===== src/rtl/riscv_pkg.sv =====
// Shared RV32 constants for the fetch stage: opcodes, next-PC select codes,
// the canonical NOP and the fetch FSM state type.
package riscv_pkg;

  localparam logic [6:0] OP_R      = 7'b0110011;
  localparam logic [6:0] OP_I      = 7'b0010011;
  localparam logic [6:0] OP_LOAD   = 7'b0000011;
  localparam logic [6:0] OP_STORE  = 7'b0100011;
  localparam logic [6:0] OP_BRANCH = 7'b1100011;
  localparam logic [6:0] OP_JAL    = 7'b1101111;
  localparam logic [6:0] OP_JALR   = 7'b1100111;
  localparam logic [6:0] OP_LUI    = 7'b0110111;
  localparam logic [6:0] OP_AUIPC  = 7'b0010111;

  localparam logic [1:0] PCS_SEQ = 2'b00;
  localparam logic [1:0] PCS_BR  = 2'b01;
  localparam logic [1:0] PCS_ALU = 2'b10;

  localparam logic [31:0] NOP_INSN = 32'h0000_0013;

  typedef enum logic {
    ST_IDLE = 1'b0,
    ST_WAIT = 1'b1
  } fetch_state_t;

endpackage


===== src/rtl/imm_gen.sv =====
// Combinational RV32 immediate decoder; the format is chosen by ir[6:0].
module imm_gen
  import riscv_pkg::*;
(
  input  logic [31:0] ir,
  output logic [31:0] imm
);

  always_comb begin
    imm = 32'h0;
    case (ir[6:0])
      OP_I, OP_LOAD, OP_JALR: imm = {{20{ir[31]}}, ir[31:20]};
      OP_STORE:               imm = {{20{ir[31]}}, ir[31:25], ir[11:7]};
      OP_BRANCH:              imm = {{19{ir[31]}}, ir[31], ir[7], ir[30:25], ir[11:8], 1'b0};
      OP_LUI, OP_AUIPC:       imm = {ir[31:12], 12'h000};
      OP_JAL:                 imm = {{11{ir[31]}}, ir[31], ir[19:12], ir[20], ir[30:21], 1'b0};
      default:                imm = 32'h0;
    endcase
  end

endmodule


===== src/rtl/ifetch_unit.sv =====
// Instruction-fetch / PC stage: PC, PC0 and IR registers, next-PC selection,
// a one-shot request/valid handshake to instruction memory and IR field decode.
module ifetch_unit #(
  parameter logic [31:0] RESET_PC = 32'h0000_0000,
  parameter logic [31:0] NOP_INSN = riscv_pkg::NOP_INSN
) (
  input  logic        clk,
  input  logic        rst,
  input  logic        PC_Write,
  input  logic        PC0_Write,
  input  logic        IR_Write,
  input  logic [1:0]  PC_s,
  input  logic [31:0] alu_res,
  output logic        imem_req,
  output logic [31:0] imem_addr,
  input  logic [31:0] imem_rdata,
  input  logic        imem_valid,
  output logic [31:0] ir,
  output logic [6:0]  opcode,
  output logic [2:0]  funct3,
  output logic [6:0]  funct7,
  output logic [4:0]  rs1,
  output logic [4:0]  rs2,
  output logic [4:0]  rd,
  output logic [31:0] imm,
  output logic [31:0] pc,
  output logic [31:0] pc0,
  output logic        busy,
  output logic        misalign
);

  import riscv_pkg::fetch_state_t;
  import riscv_pkg::ST_IDLE;
  import riscv_pkg::ST_WAIT;
  import riscv_pkg::PCS_SEQ;
  import riscv_pkg::PCS_BR;
  import riscv_pkg::PCS_ALU;

  fetch_state_t state_reg, state_next;
  logic [31:0]  pc_reg, pc_next;
  logic [31:0]  pc0_reg, pc0_next;
  logic [31:0]  ir_reg, ir_next;
  logic [31:0]  addr_reg, addr_next;
  logic         req_reg, req_next;
  logic         mis_reg, mis_next;

  always_ff @(posedge clk) begin
    if (rst) begin
      state_reg <= ST_IDLE;
      pc_reg    <= RESET_PC;
      pc0_reg   <= RESET_PC;
      ir_reg    <= NOP_INSN;
      addr_reg  <= RESET_PC;
      req_reg   <= 1'b0;
      mis_reg   <= 1'b0;
    end else begin
      state_reg <= state_next;
      pc_reg    <= pc_next;
      pc0_reg   <= pc0_next;
      ir_reg    <= ir_next;
      addr_reg  <= addr_next;
      req_reg   <= req_next;
      mis_reg   <= mis_next;
    end
  end

  // All strobes sample the pre-edge PC, so a combined fetch step fetches the
  // old PC, parks it in PC0 and advances PC in the same edge.
  always_comb begin
    state_next = state_reg;
    pc_next    = pc_reg;
    pc0_next   = pc0_reg;
    ir_next    = ir_reg;
    addr_next  = addr_reg;
    req_next   = 1'b0;
    mis_next   = mis_reg;
    case (state_reg)
      ST_IDLE: begin
        if (PC_Write) begin
          case (PC_s)
            PCS_SEQ: pc_next = pc_reg + 32'd4;
            PCS_BR:  pc_next = pc0_reg + imm;
            PCS_ALU: pc_next = alu_res & ~32'h1;
            default: pc_next = pc_reg;
          endcase
        end
        if (PC0_Write) begin
          pc0_next = pc_reg;
        end
        if (IR_Write) begin
          if (pc_reg[1:0] == 2'b00) begin
            req_next   = 1'b1;
            addr_next  = pc_reg;
            state_next = ST_WAIT;
          end else begin
            ir_next  = NOP_INSN;
            mis_next = 1'b1;
          end
        end
      end
      ST_WAIT: begin
        if (imem_valid) begin
          ir_next    = imem_rdata;
          state_next = ST_IDLE;
        end
      end
      default: state_next = ST_IDLE;
    endcase
  end

  imm_gen u_imm_gen (
    .ir  (ir_reg),
    .imm (imm)
  );

  assign imem_req  = req_reg;
  assign imem_addr = addr_reg;
  assign ir        = ir_reg;
  assign opcode    = ir_reg[6:0];
  assign funct3    = ir_reg[14:12];
  assign funct7    = ir_reg[31:25];
  assign rs1       = ir_reg[19:15];
  assign rs2       = ir_reg[24:20];
  assign rd        = ir_reg[11:7];
  assign pc        = pc_reg;
  assign pc0       = pc0_reg;
  assign busy      = (state_reg == ST_WAIT);
  assign misalign  = mis_reg;

endmodule


===== config.mk =====
export PLATFORM = sky130hd
export DESIGN_NAME = ifetch_unit
export DESIGN_NICKNAME = d
export VERILOG_FILES = /design/src/rtl/riscv_pkg.sv /design/src/rtl/imm_gen.sv /design/src/rtl/ifetch_unit.sv
export SDC_FILE = /design/constraint.sdc
export NUM_CORES = 1
export LEC_CHECK = 0
export CAP_MARGIN = 10
export CELL_PAD_IN_SITES_DETAIL_PLACEMENT = 1
export CELL_PAD_IN_SITES_GLOBAL_PLACEMENT = 2
export CORE_AREA = 5 5 175 194
export DETAILED_ROUTE_END_ITERATION = 7
export DIE_AREA = 0 0 180 199
export PLACE_DENSITY_LB_ADDON = 0.05
export SLEW_MARGIN = 40
export SYNTH_ARGS = -nofsm -noshare
export SYNTH_HDL_FRONTEND = slang
export SYNTH_SLANG_ARGS = --single-unit

===== constraint.sdc =====
create_clock -name clk -period 5 [get_ports clk]
set_input_delay 0.75 -clock clk [delete_from_list [all_inputs] [get_ports clk]]
set_output_delay 0.75 -clock clk [all_outputs]
set_load 0.02 [all_outputs]

==> results of run 1 <==
-- routing by layer --
| layer | part of all wire [%] | vias to the layer above |
|---|---|---|
| met1 | 43 | 4115 |
| met2 | 50 | 195 |
| li1 | - | 4096 |
| met4 | 1.6 | 4 |
| met5 | 0.038 | - |
| met3 | 4.6 | 33 |
-- cell type report --
cell class | instances | area, µm² | area share (%)
multi-input combinational | 782 | 4640 | 41.1
clock buffer | 18 | 439 | 3.89
inverter | 19 | 71.3 | 0.631
tap | 426 | 533 | 4.72
clock inverter | 12 | 158 | 1.39
timing repair buffer | 287 | 2840 | 25.1
sequential | 131 | 2620 | 23.2
antenna | 1 | 2.50 | 0.0221
-- cells in the final DEF, fill, tap and decap left out, drive strengths merged, types with 23 or more instances in the layout --
cell type      instances
a21oi                126
o21ai                 38
nor2                  75
a21o                  32
nand2                186
ha                    35
clkdlybuf4s50        264
a22oi                 39
buf                   23
dfxtp                131
-- worst min-delay path by stage --
| stage | startpoint | end | slack, ns | depth (start not counted) |
|---|---|---|---|---|
| 2_1_floorplan | imem_addr[3] | imem_addr[3] | 0.53 | 2 |
| 3_3_place_gp | imem_addr[27] | imem_addr[27] | 0.44 | 2 |
| 3_5_place_dp | imem_addr[5] | imem_addr[5] | 0.45 | 2 |
| 4_1_cts | imem_addr[5] | imem_addr[5] | 0.46 | 2 |
| 5_1_grt | imem_addr[5] | imem_addr[5] | 0.47 | 2 |
| 6_report | imem_addr[9] | imem_addr[9] | 0.45 | 2 |
-- power by group --
group          total, mW  internal [mW]  switching [mW]
Clock               1.33          0.795           0.533
Combinational      0.550          0.232           0.317
Sequential          1.14           1.08          0.0575
Total               3.02           2.11           0.908
-- per-stage QoR --
stage                     power, mW  instance area, µm²  instances  hold slack (ns)  utilization (%)
after floorplan                1.43                7820       1036            0.534                -
after global placement         1.71               10700       1644            0.443             33.5
after detailed placement       1.72               10700       1645            0.447             33.6
after CTS                      3.07               11300       1675            0.456             35.5
after global routing           3.13               11300       1676            0.472             35.5
final                          3.02               11300       1676            0.453             35.5
-- logic make-up (layout without fill, tap and decap cells) --
| group | Yosys count | count (layout) | share of synthesized area, % |
|---|---|---|---|
| multiplexers | 2 | 2 | 0.288 |
| adder cells (fa/ha/maj) | 36 | 36 | 5.85 |
| other | 0 | 1 | 0 |
| AND/OR/NAND/NOR | 380 | 380 | 22.2 |
| buffers and inverters | 123 | 336 | 7.52 |
| XOR/XNOR | 23 | 23 | 2.57 |
| AO/OA/AOI/OAI | 341 | 341 | 28.1 |
| flip-flops | 131 | 131 | 33.5 |
-- worst register-to-register path, cell delays in order (launching register included) --
cell and delay (ns):
dfxtp_1 0.37, or3_1 0.42, or2_2 0.29, a21oi_1 0.37, a22oi_1 0.27, inv_1 0.15
ha_1 0.25, a211oi_1 0.29, o21bai_1 0.22, o2111ai_1 0.43, a31oi_1 0.26, o2111ai_1 0.47
a2111oi_0 0.20, nor3_1 0.37, nor2_1 0.07
==> flow_summary.yaml, run 1 <==
critical_path:
  cpMostUsedCell: "o2111ai_1"
  crit_chain: "or3_1 -> or2_2 -> a21oi_1 -> a22oi_1 -> inv_1 -> ha_1 -> a211oi_1 -> o21bai_1 -> o2111ai_1 -> a31oi_1 -> o2111ai_1 -> a2111oi_0 -> nor3_1 -> nor2_1"
  rr_worst_depth: 14
  crit_buf_inv: 1
  crit_path_start_kind: "flop"
  critPathMaxFanout: 7
  arrival_ns: 4.84
  r2r-end: "pc[27]"
  crit_type: "reg -> reg"
  regToRegStartpoint: "ir[2]"
  crit_required_ns: 5.32
  crit_cells: 14
  path_delay_family: "compound AO/OA/AOI/OAI gates"
  r2r_slack_ns: 0.48
  end_kind: "flop"
  critPathSlowestCell: "o2111ai_1"
  critPathMaxStageDelay_ns: 0.47
  crit_start: "ir[2]"
  crit_path_end: "pc[27]"
timing:
  hold_viol: 0
  maxSlewHeadroom_pct: 52.6
  final.setup.tns_ns: 0
  setup_viol: 0
  drv_slew: 0
  fin_crit_sh_pct: 90.4
  period_needed_ns: 4.52
  worst_pin_slew_ns: 0.708
  timing.final.ws_setup_ns: 0.478
  timing.fmax_ghz: 0.221
  rsz0062_at_grt: "no"
  skew_ns: 0.0131
logic_synthesis:
  synth-warning-count: 0
  yosysMostFrequentCell: "nand2_1"
  synth_top_area_cell: "dfxtp_1"
  synth-seq-area-share_pct: 33.5
  synth_edf_count: 0
  synth-seq-cells: 131
  synth_ff_type: "dfxtp_1"
  syn_nets: 1144
  syn_area_um2: 7820
  syn_inst: 1036
  synthArstFlopShare_pct: 0
  yosysTopAreaCellShare_pct: 33.5
  syn_avg_cell_area_um2: 7.55
  yosysUniqueCellTypes: 65
  yosys-top-cells-count: "185 x nand2_1, 131 x dfxtp_1, 126 x a21oi_1, 75 x nor2_1, 65 x clkbuf_1"
  synthTopCellsByArea: "dfxtp_1 34%, nand2_1 8.9%, a21oi_1 8.1%"
routing:
  dr_total_vias: 8443
  wl_per_cell_um: 22.3
  routed_wl_um: 37300
  ant_nets: 0
  drc_errors: 0
  via_per_inst: 5.04
  drtPass1Iterations: 4
  initialDrtViolationCount: 404
global_route:
  grt.overflow.total: 0
  grt_pass1_vias: 8842
  grt_max_degree: 48
  grtUsageMet3_pct: 4.66
  antenna_found_initial: 3
  grt_use_met2_pct: 36.4
  grt_busiest_layer: "met2"
  globalRouteTotalUtil_pct: 20.2
  grt_pass1_wl_um: 55700
  met1_usage_pct: 24.5
clock_tree:
  cts_buffer_depth: 2
  clk_pin_slew_worst_paths_ns: 0.07
  cts_resized: 0
  cts_sinks: 131
  cts_buffers: 17
  cts_tree: "done"
  clockRootBuffer: "clkbuf_16"
  ctsHoldBuffers: 0
  clkLatencyLatePin_ns: 0.43
  ctsHtreeMaxLevel: 4
  cts_setup_buffers: 0
die:
  die_w_um: 180
  core_area_um2: 31900
  start_util_pct: 24.6
  io_pins: 267
  die_area_um2: 35800
  die_h_um: 199
  floorplan.rows: 69
job:
  cap_viol_max_count: 0
layout:
  final_nets: 1346
  nFillCells: 3771
  area_delta_synth_final_pct: 44.5
  drive_above_1_share_pct: 6.00
pwr:
  power_density_nw_per_um2: 267
  power_leakage_nw: 4.25
  irDropWorstVdd_mv: 0.203
place:
  port-buffer-count: 265
  dp_hpwl_um: 29000
  gp_congestion: 0.801
  place_ws_ns: 0.457
outcome:
  status: "complete, no violations"
min_path:
  hp-class: "reg -> reg"
(Power assumes the default switching activity.)
==> run 2, diff against run 1 <==
--- a/config.mk
+++ b/config.mk
@@ -11,6 +11,7 @@
 export CORE_AREA = 5 5 175 194
 export DETAILED_ROUTE_END_ITERATION = 7
 export DIE_AREA = 0 0 180 199
+export GPL_TIMING_DRIVEN = 0
 export PLACE_DENSITY_LB_ADDON = 0.05
 export SLEW_MARGIN = 40
 export SYNTH_ARGS = -nofsm -noshare
==> flow_summary.yaml, run 2 (synthesis results as in run 1) <==
outcome:
  status: "complete, no violations"
timing:
  period_needed_ns: 4.82
  maxSlewHeadroom_pct: 45.8
  worst_pin_slew_ns: 0.811
  fin_crit_sh_pct: 96.3
  timing.fmax_ghz: 0.208
  setup_viol: 0
  hold_viol: 0
  hold_slack_ns: 0.457
  rsz0062_at_grt: "no"
  timing.final.ws_setup_ns: 0.185
  skew_ns: 0.0157
  final.setup.tns_ns: 0
  drv_slew: 0
clock_tree:
  cts_buffer_depth: 2
  ctsHtreeMaxLevel: 4
  clockRootBuffer: "clkbuf_16"
  cts_setup_buffers: 0
  clkLatencyLatePin_ns: 0.44
  ctsHoldBuffers: 0
  clk_pin_slew_worst_paths_ns: 0.07
  cts_tree: "done"
  cts_buffers: 17
  cts_sinks: 131
layout:
  area_delta_synth_final_pct: 48.1
  postLayoutCellArea_um2: 11600
  final_util_pct: 36.4
  final_nets: 1428
  layout_commonest_cell: "clkdlybuf4s50_1"
  layout_common_cells: "265 x clkdlybuf4s50_1, 185 x nand2_1, 131 x dfxtp_1, 126 x a21oi_1, 75 x nor2_1"
  fin_cells: 1759
  drive_above_1_share_pct: 6.53
die:
  floorplan.rows: 69
  die_area_um2: 35800
  core_area_um2: 31900
  start_util_pct: 24.6
  io_pins: 267
  die_h_um: 199
  die_w_um: 180
critical_path:
  arrival_ns: 5.19
  critPathMaxFanout: 7
  crit_required_ns: 5.38
  crit_type: "reg -> reg"
  regToRegStartpoint: "ir[2]"
  crit_path_start_kind: "flop"
  crit_start: "ir[2]"
  end_kind: "flop"
global_route:
  grt_pass1_vias: 9222
  grt_max_degree: 17
  grt.overflow.total: 0
  globalRouteTotalUtil_pct: 21.7
  antenna_found_initial: 1
  grt_pass1_wl_um: 59000
job:
  cap_viol_max_count: 0
pwr:
  p_clk_share_pct: 41.5
  switching_share_pct: 31.6
  pwr-share-comb_pct: 19.8
  power_density_nw_per_um2: 254
  power.switching_mw: 0.929
  irDropWorstVdd_mv: 0.178
  pwr-share-seq_pct: 38.7
  p_total_mw: 2.94
  power_leakage_nw: 4.36
  p_int_mw: 2.01
routing:
  ant_nets: 0
  drc_errors: 0
  drtPass1Iterations: 5
  initialDrtViolationCount: 447
  routed_wl_um: 39700
  wl_per_cell_um: 22.6
  via_per_inst: 4.99
  dr_total_vias: 8775
place:
  dpl_cell_area_um2: 11000
  port-buffer-count: 265
  gp_congestion: 0.821
  place_ws_ns: -0.110
  dp_hpwl_um: 32200
  post-place-cells: 1727
min_path:
  hp-class: "reg -> reg"
  min_from: "imem_addr[20]"
[run 2: cell count changes in the layout (fill, tap and decap cells not counted), moves of 2 or more]
cell	before	now
bufinv_16	3	1
clkbuf_1	0	65
buf_4	22	32
buf_1	0	2
clkbuf_2	0	3
buf_2	0	3
[run 2: cell type report]
cell class                 instances  area, µm²
clock buffer                      19        443
inverter                          19       71.3
antenna                            1       2.50
sequential                       131       2620
clock inverter                    12        110
buffer                           104        518
fill                            3851      20300
timing repair buffer             265       2650
multi-input combinational        782       4630
tap                              426        533
[run 2: path summary, 6_finish.rpt]
check                           slack (ns)             to  cells past startpoint
worst max-delay path                  0.18         pc[28]                     13
worst min-delay path                  0.46  imem_addr[20]                      2
worst max register to register        0.18         pc[28]                     13
worst min register to register        0.46  imem_addr[20]                      2
[run 2: metal layers]
metal	share of wire (%)	vias to the layer above	track usage (%)
li1	-	4251	-
met1	44	4273	27.0
met2	49	223	38.5
met3	4.8	26	4.57
met4	1.6	2	5.39
met5	0.050	-	0
[run 2: power by group through the flow]
stage               combinational [mW]  clock (mW)  sequential (mW)
floorplan                        0.251           0             1.18
global placement                 0.584           0             1.16
detailed placement               0.586           0             1.16
CTS                              0.589        1.25             1.14
global route                     0.627        1.30             1.14
finish                           0.582        1.22             1.14
[run 2: what timing repair did]
item	in CTS	in global routing
endpoints found under the hold margin	0	0
gates resized for setup	3	1
endpoints found under the setup margin	1	1
[run 2: worst max-delay path: stages (launching register included)]
cell	delay (ns)
dfxtp_1	0.39
or3_1	0.42
or2_2	0.29
a21oi_1	0.40
a22o_1	0.30
ha_1	0.31
nor2b_1	0.17
o2111ai_1	0.30
a31oi_1	0.32
a2111oi_1	0.85
o31ai_1	0.23
a211oi_1	0.34
mux2_2	0.38
nand2_1	0.05
